===== src/rtl/clock_divider_prog_if.sv =====
//-----------------------------------------------------------------------------
// clock_divider_prog_if : control/status bundle of the programmable divider
// Rev 1.0
//-----------------------------------------------------------------------------
`default_nettype none

interface clock_divider_prog_if #(
   parameter int CNT_W = 16
);
   logic             enable;
   logic             sync_clr;
   logic [CNT_W-1:0] div_in;
   logic             div_load;
   logic             div_ack;
   logic [CNT_W-1:0] div_cur;
   logic             clk_out;
   logic             tick;

   modport master (
      output enable, sync_clr, div_in, div_load,
      input  div_ack, div_cur, clk_out, tick
   );

   modport slave (
      input  enable, sync_clr, div_in, div_load,
      output div_ack, div_cur, clk_out, tick
   );
endinterface

`default_nettype wire


===== src/rtl/clock_divider_prog.sv =====
//-----------------------------------------------------------------------------
// clock_divider_prog : runtime-programmable integer clock divider with tick
// Rev 1.0
//-----------------------------------------------------------------------------
`default_nettype none

module clock_divider_prog #(
   parameter int CNT_W       = 16,
   parameter int DEFAULT_DIV = 4
) (
   input  wire logic          clk_in,
   input  wire logic          reset_n,
   clock_divider_prog_if.slave bus
);

   localparam logic [CNT_W-1:0] c_ONE     = CNT_W'(1);
   localparam logic [CNT_W-1:0] c_TWO     = CNT_W'(2);
   localparam logic [CNT_W-1:0] c_DEF_DIV = CNT_W'(DEFAULT_DIV);
   localparam logic [CNT_W:0]   c_ONE_W   = (CNT_W+1)'(1);

   logic [CNT_W-1:0] cnt_q, cnt_d;
   logic [CNT_W-1:0] div_cur_q, div_cur_d;
   logic [CNT_W-1:0] pend_div_q, pend_div_d;
   logic             pend_vld_q, pend_vld_d;
   logic             clk_out_q, clk_out_d;
   logic             tick_q, tick_d;
   logic             ack_q, ack_d;

   logic             w_wrap;
   logic             w_apply;
   logic [CNT_W-1:0] w_load_val;
   logic [CNT_W-1:0] w_cnt_inc;
   logic [CNT_W:0]   w_half;

   always_comb begin
      w_wrap     = (cnt_q == (div_cur_q - c_ONE));
      w_apply    = bus.sync_clr | (bus.enable & w_wrap);
      w_load_val = (bus.div_in < c_TWO) ? c_TWO : bus.div_in;
      w_cnt_inc  = w_wrap ? '0 : (cnt_q + c_ONE);
      // High-phase length; one extra bit so the +1 cannot overflow at max divisor.
      w_half     = ({1'b0, div_cur_q} + c_ONE_W) >> 1;

      cnt_d      = cnt_q;
      div_cur_d  = div_cur_q;
      pend_div_d = pend_div_q;
      pend_vld_d = pend_vld_q;
      clk_out_d  = clk_out_q;
      tick_d     = 1'b0;
      ack_d      = 1'b0;

      if (bus.div_load) begin
         pend_div_d = w_load_val;
         pend_vld_d = 1'b1;
      end

      // A load arriving on the apply edge itself bypasses the pending register.
      if (w_apply) begin
         if (bus.div_load) begin
            div_cur_d = w_load_val;
            ack_d     = 1'b1;
         end else if (pend_vld_q) begin
            div_cur_d = pend_div_q;
            ack_d     = 1'b1;
         end
         pend_vld_d = 1'b0;
      end

      if (bus.sync_clr) begin
         cnt_d     = '0;
         tick_d    = 1'b1;
         clk_out_d = 1'b1;
      end else if (bus.enable) begin
         cnt_d     = w_cnt_inc;
         tick_d    = (w_cnt_inc == '0);
         clk_out_d = ({1'b0, w_cnt_inc} < w_half);
      end
   end

   always_ff @(posedge clk_in or negedge reset_n) begin
      if (!reset_n) begin
         cnt_q      <= c_DEF_DIV - c_ONE;
         div_cur_q  <= c_DEF_DIV;
         pend_div_q <= c_DEF_DIV;
         pend_vld_q <= 1'b0;
         clk_out_q  <= 1'b0;
         tick_q     <= 1'b0;
         ack_q      <= 1'b0;
      end else begin
         cnt_q      <= cnt_d;
         div_cur_q  <= div_cur_d;
         pend_div_q <= pend_div_d;
         pend_vld_q <= pend_vld_d;
         clk_out_q  <= clk_out_d;
         tick_q     <= tick_d;
         ack_q      <= ack_d;
      end
   end

   assign bus.div_ack = ack_q;
   assign bus.div_cur = div_cur_q;
   assign bus.clk_out = clk_out_q;
   assign bus.tick    = tick_q;

endmodule

`default_nettype wire


===== src/flat_wrapper.sv =====
// flat-port wrapper written by rule: the top's interface ports become plain ports
module clock_divider_prog_flat 
#(
   parameter int CNT_W       = 16,
   parameter int DEFAULT_DIV = 4
)
  (clk_in, reset_n, bus_enable, bus_sync_clr, bus_div_in, bus_div_load, bus_div_ack, bus_div_cur, bus_clk_out, bus_tick);
  clock_divider_prog_if #(.CNT_W(CNT_W)) bus_i ();
  input  wire logic clk_in;
  input  wire logic reset_n;
  input wire logic [$bits(bus_i.enable)-1:0] bus_enable;
  input wire logic [$bits(bus_i.sync_clr)-1:0] bus_sync_clr;
  input wire logic [$bits(bus_i.div_in)-1:0] bus_div_in;
  input wire logic [$bits(bus_i.div_load)-1:0] bus_div_load;
  output wire logic [$bits(bus_i.div_ack)-1:0] bus_div_ack;
  output wire logic [$bits(bus_i.div_cur)-1:0] bus_div_cur;
  output wire logic [$bits(bus_i.clk_out)-1:0] bus_clk_out;
  output wire logic [$bits(bus_i.tick)-1:0] bus_tick;
  assign bus_i.enable = bus_enable;
  assign bus_i.sync_clr = bus_sync_clr;
  assign bus_i.div_in = bus_div_in;
  assign bus_i.div_load = bus_div_load;
  assign bus_div_ack = bus_i.div_ack;
  assign bus_div_cur = bus_i.div_cur;
  assign bus_clk_out = bus_i.clk_out;
  assign bus_tick = bus_i.tick;
  clock_divider_prog #(.CNT_W(CNT_W), .DEFAULT_DIV(DEFAULT_DIV)) u_core (.clk_in(clk_in), .reset_n(reset_n), .bus(bus_i));
endmodule

===== config.mk =====
export PLATFORM = sky130hd
export DESIGN_NAME = clock_divider_prog_flat
export DESIGN_NICKNAME = d
export VERILOG_FILES = /design/src/rtl/clock_divider_prog_if.sv /design/src/rtl/clock_divider_prog.sv /design/src/flat_wrapper.sv
export SDC_FILE = /design/constraint.sdc
export NUM_CORES = 1
export LEC_CHECK = 0
export ABC_AREA = 1
export CAP_MARGIN = 10
export CORE_AREA = 2 2 113 115
export DETAILED_ROUTE_END_ITERATION = 16
export DIE_AREA = 0 0 115 117
export GPL_TIMING_DRIVEN = 0
export PLACE_DENSITY = 0.58
export REMOVE_ABC_BUFFERS = 1
export SYNTH_ARGS = -nofsm -noshare
export SYNTH_HDL_FRONTEND = slang
export SYNTH_SLANG_ARGS = --single-unit
export TNS_END_PERCENT = 1

===== constraint.sdc =====
create_clock -name clk_in -period 7.3 [get_ports clk_in]
set_input_delay 1.46 -clock clk_in [delete_from_list [all_inputs] [get_ports clk_in]]
set_output_delay 1.46 -clock clk_in [all_outputs]
set_load 0.05 [all_outputs]

# --- Yosys cells after proc, flatten, opt, wreduce, memory -nomap -nowiden ---
# Cells that the tools add are included.
word_totals:
  regBits: 52
  inputBits: 21
  output_inout_bits: 19
  wordCells: 35
classes:
  add_sub_neg: 3
  n_lt_le_gt_ge: 2
  n_eq_ne: 1
  muxes: 15
  bitwise_logic: 2
  reduce_logical: 5
op_table:
  columns: ["cell", "n"]
  rows:
  - ["16-bit two-way mux", 6]
  - ["16-bit by 1-bit adder with 17-bit output, second input constant", 1]
  - ["16-bit by 1-bit adder with 16-bit output, second input constant", 1]
  - ["16-bit == test", 1]
  - ["16-bit logical NOT", 1]
  - ["16-bit less-than comparator", 1]
  - ["16-bit by 2-bit less-than comparator with 1-bit output, second input constant", 1]
  - ["16-bit by 1-bit subtractor with 16-bit output, second input constant", 1]
  - ["1-bit two-way mux", 9]
  - ["2-bit nonzero test", 3]
  - ["2-bit AND reduction", 1]
  - ["1-bit AND", 1]
  - ["1-bit OR", 1]

# --- Depth between registers and ports, before layout ---
logic_depth:
  word_depth: 6
  ltp_mapped: 23
  mapped_depth_nobuf: 23

# --- Worst setup path after synthesis ---
# No wires, ideal clock.
synth_path:
  path_kind: "register to register"
  from: "register u_core.div_cur_q[0], in the netlist u_core.bus.div_cur[0]"
  to: "register u_core.clk_out_q, in the netlist u_core.bus.clk_out"
  setup_time_ns: 0.066
  arrival_time_ns: 2.965
  required_ns: 7.234
  slack_ns: 4.269
  path_stages_with_launch: 20
  n_path_buf: 0
  period_less_slack_ns: 3.031
  cell_sequence: "dfrtp_1 > inv_2 > ha_1 > or2_2 > nand2_1 > a21oi_1 > nand4_1 > nor4_2 > nand2_1 > inv_2 > or2_2 > inv_1 > ha_1 > nand2_1 > nor2_1 > a211oi_1 > o221ai_1 > nor2_1 > nand2_1 > nand2_1"
synth_between:
  elab_chain_cells: 6
  word_cells_on_any_way: 7
  cone_classes: "add/sub (2); order compare (1); eq/ne (1); mux (3)"
synth_lines:
  columns: ["item", "line_no", "source"]
  rows:
  - ["start: declaration", "clock_divider_prog.sv:22", "logic [CNT_W-1:0] div_cur_q, div_cur_d;"]
  - ["start signal: assignment", "clock_divider_prog.sv:82", "div_cur_q <= c_DEF_DIV;"]
  - ["start signal: assignment", "clock_divider_prog.sv:90", "div_cur_q <= div_cur_d;"]
  - ["16-bit by 1-bit subtractor with 16-bit output", "clock_divider_prog.sv:36", "w_wrap = (cnt_q == (div_cur_q - c_ONE));"]
  - ["16-bit == test", "clock_divider_prog.sv:36", null]
  - ["16-bit two-way mux", "clock_divider_prog.sv:39", "w_cnt_inc = w_wrap ? '0 : (cnt_q + c_ONE);"]
  - ["16-bit less-than comparator *", "clock_divider_prog.sv:75", "clk_out_d = ({1'b0, w_cnt_inc} < w_half);"]
  - ["1-bit two-way mux *", "clock_divider_prog.sv:72", "end else if (bus.enable) begin"]
  - ["1-bit two-way mux *", "clock_divider_prog.sv:68", "if (bus.sync_clr) begin"]
  - ["end signal: assignment", "clock_divider_prog.sv:93", "clk_out_q <= clk_out_d;"]
  - ["end: declaration", "clock_divider_prog.sv:25", "logic clk_out_q, clk_out_d;"]
# Mark *: on every way between the ends. The rest lies on a longest branch, timed or not. The select of a mux whose other input is x is not followed.
# A chain may end at the register's enable or synchronous reset.

# --- Final worst setup path ---
layout_path:
  from: "input port bus_div_load"
  to: "register u_core.div_cur_q[15], in the netlist u_core.bus.div_cur[15]"
layout_between:
  elab_chain_cells: 2
  word_cells_on_any_way: 3
  cone_classes: "mux (1); reduce/logical (2)"
layout_lines:
  columns: ["item", "line_no", "source"]
  rows:
  - ["start: declaration", "flat_wrapper.sv:14", "input wire logic [$bits(bus_i.div_load)-1:0] bus_div_load;"]
  - ["2-bit nonzero test (no line)", null, null]
  - ["2-bit AND reduction (no line)", null, null]
# Parallel ways exist; a longest one is shown, timed or not.

==> impl_metrics.py <==
metrics = {
    "run_status": {
        "outcome": "finished, final reports clean",
    },
    "clocking": {
        "cts_tree": "built",
        "cts_buffers": 5,
        "clk_pin_slew_ns": 0.07,
        "root_buffer": "clkbuf_16",
        "clk_path_buf_depth": 2,
        "postCtsSetupRepairBufs": 0,
        "clock_latency_ns": 0.30,
        "cts_hold_buf": 0,
        "htreeDepth": 2,
        "post_cts_resized": 0,
        "cts_sinks": 52,
    },
    "place": {
        "detailed_place_hpwl_mm": 7.788,
        "place_congestion": 0.8719,
        "io_buffers": 39,
    },
    "sta": {
        "max_freq_mhz": 279.2,
        "setup_tns_ns": 0,
        "rsz0062_at_grt": "false",
        "finalHoldViolations": 0,
        "finalClockSkew_ns": 0.005060,
        "tightest_slew_ns": 0.9415,
        "min_period_ns": 3.581,
        "fin_crit_sh_pct": 49.06,
        "slew_viol_final": 0,
        "relSlewSlack_pct": 37.10,
        "setup_viol": 0,
    },
    "cells_and_area": {
        "finalCoreUtilization_pct": 36.85,
        "antenna_cells": 0,
        "mostFrequentLayoutCell": "nand2_1",
        "mostFrequentLayoutCells": "nand2_1 (163), inv_1 (65), dfrtp_1 (48)",
        "fin_nets": 602,
        "final_layout_size_suffix_gt1_share_pct": 9.043,
        "area_growth_pct": 18.11,
    },
    "floorplan": {
        "die_h_um": 117,
        "ios": 40,
        "num_rows": 41,
        "die_w_um": 115,
        "design.die.area_mm2": 0.01346,
        "core_area_mm2": 0.01231,
        "initial_core_util_pct": 31.20,
    },
    "global_routing": {
        "met3_usage_pct": 2.369,
        "gr-usage-met2_pct": 26.78,
        "grt_pass1_vias": 3366,
        "grt_use_met1_pct": 19.67,
        "grt_max_degree": 39,
        "grtUsageTotal_pct": 15.25,
        "grt-ovfl-total": 0,
        "busiest_layer": "met2",
        "antenna_found_initial": 0,
        "grt_pass1_wl_mm": 16.15,
    },
    "synth": {
        "yosysWarnings": 0,
        "ys_seq_elements": 52,
        "synthCells": 530,
        "synth_area_mm2": 0.003841,
        "seq_area_frac_synth_pct": 34.01,
        "synth.distinct_cells": 39,
        "synth.avg_cell_area_um2": 7.248,
    },
    "route": {
        "wl_per_cell_um": 13.64,
        "drc": 0,
        "num_vias": 3455,
        "ant_nets": 0,
        "wl_mm": 9.737,
        "viasPerCell": 4.839,
        "drt_pass1_iterations": 5,
        "drt-initial-drc-count": 177,
    },
    "pwr": {
        "comb_power_share_pct": 33.3,
        "netSwitchingFraction_pct": 36.76,
        "powerDensity_mw_per_mm2": 218.9,
        "internal_power_w": 0.0006281,
        "p_seq_share_pct": 35.8,
        "clkPwrFrac_pct": 30.9,
        "p_leak_nw": 2.130,
        "vdd_drop_max_uv": 131.4,
        "switching_power_w": 0.0003651,
    },
    "setup_path": {
        "required_ns": 7.42,
        "worst_ep_arrival_time_ns": 3.70,
        "critPathCaptureType": "flip-flop",
        "crit_path_start_kind": "input port",
        "r2r_end": "u_core.bus.clk_out$_DFFE_PN0P_",
        "worstSetupPathType": "input port to flip-flop",
        "ff2ff_setup_slack_ns": 4.04,
        "r2r_start": "u_core.bus.div_cur[0]$_DFFE_PN0P_",
        "rr_worst_depth": 20,
        "path_max_fanout": 33,
    },
    "hold_path": {
        "hold_class": "flip-flop to flip-flop",
        "hp-start": "u_core.pend_div_q[13]$_DFFE_PN0P_",
        "min_to": "u_core.pend_div_q[13]$_DFFE_PN0P_",
        "holdPathStages": 2,
    },
    "run": {
        "max_cap_viol_count": 0,
    },
}
## how the worst max path moves through the flow
stage | startpoint | end | slack (ns) | cells past startpoint
final | bus_div_load | u_core.bus.div_cur[15]$_DFFE_PN0P_ | 3.72 | 4
after global routing | bus_div_load | u_core.bus.div_cur[2]$_DFFE_PN1P_ | 3.52 | 5
after CTS | bus_div_load | u_core.bus.div_cur[15]$_DFFE_PN0P_ | 3.68 | 4
after detailed placement | bus_div_load | u_core.bus.div_cur[15]$_DFFE_PN0P_ | 3.35 | 4
after global placement | reset_n | u_core.pend_div_q[15]$_DFFE_PN0P_ | 3.10 | 1
after floorplan | u_core.bus.div_cur[0]$_DFFE_PN0P_ | u_core.bus.clk_out$_DFFE_PN0P_ | 4.27 | 19
## layout make-up
class	count	area (um^2)
Fill cell	1291	7775
Timing Repair Buffer	40	405.4
Clock inverter	2	60.06
Sequential cell	52	1306
Multi-Input combinational cell	397	2197
Inverter	67	251.5
Clock buffer	6	128.9
Tap cell	150	187.7
## layer usage
layer / wire [um] / up-vias
li1: - / 1766
met1: 4557 / 1606
met2: 4694 / 71
met3: 347 / 12
met4: 137 / 0
met5: 0 / -
## cells in the mapped netlist, drive strengths merged
| library cell | instances | area [um^2] |
|---|---|---|
| o32ai | 2 | 17.52 |
| ha | 18 | 225.2 |
| xnor2 | 7 | 61.31 |
| a211oi | 2 | 15.01 |
| nand2 | 166 | 640.6 |
| a21oi | 10 | 61.31 |
| nand3 | 40 | 222.7 |
| xor2 | 26 | 227.7 |
| o221ai | 1 | 8.760 |
| nand4 | 9 | 56.30 |
| dfstp | 4 | 105.1 |
| nor2 | 56 | 250.2 |
| inv | 67 | 251.5 |
| buf | 8 | 63.80 |
| a22oi | 1 | 7.510 |
| dfrtp | 48 | 1201 |
| nor4 | 5 | 37.53 |
| nor3 | 11 | 65.06 |
| a31oi | 2 | 12.51 |
| o22ai | 11 | 68.82 |
| or2 | 4 | 25.02 |
| nand3b | 3 | 22.52 |
| a41oi | 1 | 8.760 |
| o21ai | 22 | 162.7 |
| clkbuf | 6 | 22.52 |
## worst max-delay path: stages
cell	delay, ns
clkdlybuf4s50_1	0.75
inv_1	0.43
a21oi_4	0.86
a31oi_1	0.20
## stage by stage
stage | setup slack, ns | total power [W] | hold WS [ns] | instances | instance area (um^2)
floorplan | 4.269 | 0.0005883 | 0.4364 | 516 | 3755
global route | 3.518 | 0.001053 | 0.4917 | 714 | 4537
global placement | 3.099 | 0.0006874 | 0.4501 | 705 | 4333
CTS | 3.681 | 0.001003 | 0.4730 | 714 | 4537
finish | 3.719 | 0.0009932 | 0.4675 | 714 | 4537
detailed placement | 3.347 | 0.0006938 | 0.4549 | 706 | 4348
## power groups by stage
stage	registers, W	logic [W]	clock network, W
CTS	0.000356	0.000334	0.000313
global route	0.000361	0.000367	0.000325
floorplan	0.000410	0.000178	0
global placement	0.000360	0.000327	0
detailed placement	0.000361	0.000333	0
finish	0.000355	0.000331	0.000307
## sequential cells by signal, summed over array words and instances, names as in the netlist
name and count:
u_core.cnt_q 16, u_core.pend_div_q 16, u_core.bus.div_cur 16, u_core.bus.div_ack 1
u_core.bus.tick 1, u_core.bus.clk_out 1, u_core.pend_vld_q 1
## logic make-up (layout without fill, tap and decap cells)
logic type / count (synthesis) / count (layout) / share of synthesized area [%]
AO/OA/AOI/OAI: 52 / 52 / 9.447
buffers and inverters: 81 / 115 / 8.794
adder cells (fa/ha/maj): 18 / 18 / 5.863
flip-flops: 52 / 52 / 34.01
XOR/XNOR: 33 / 33 / 7.525
AND/OR/NAND/NOR: 294 / 294 / 34.36
Note: power is estimated with default switching activity, not from simulation.
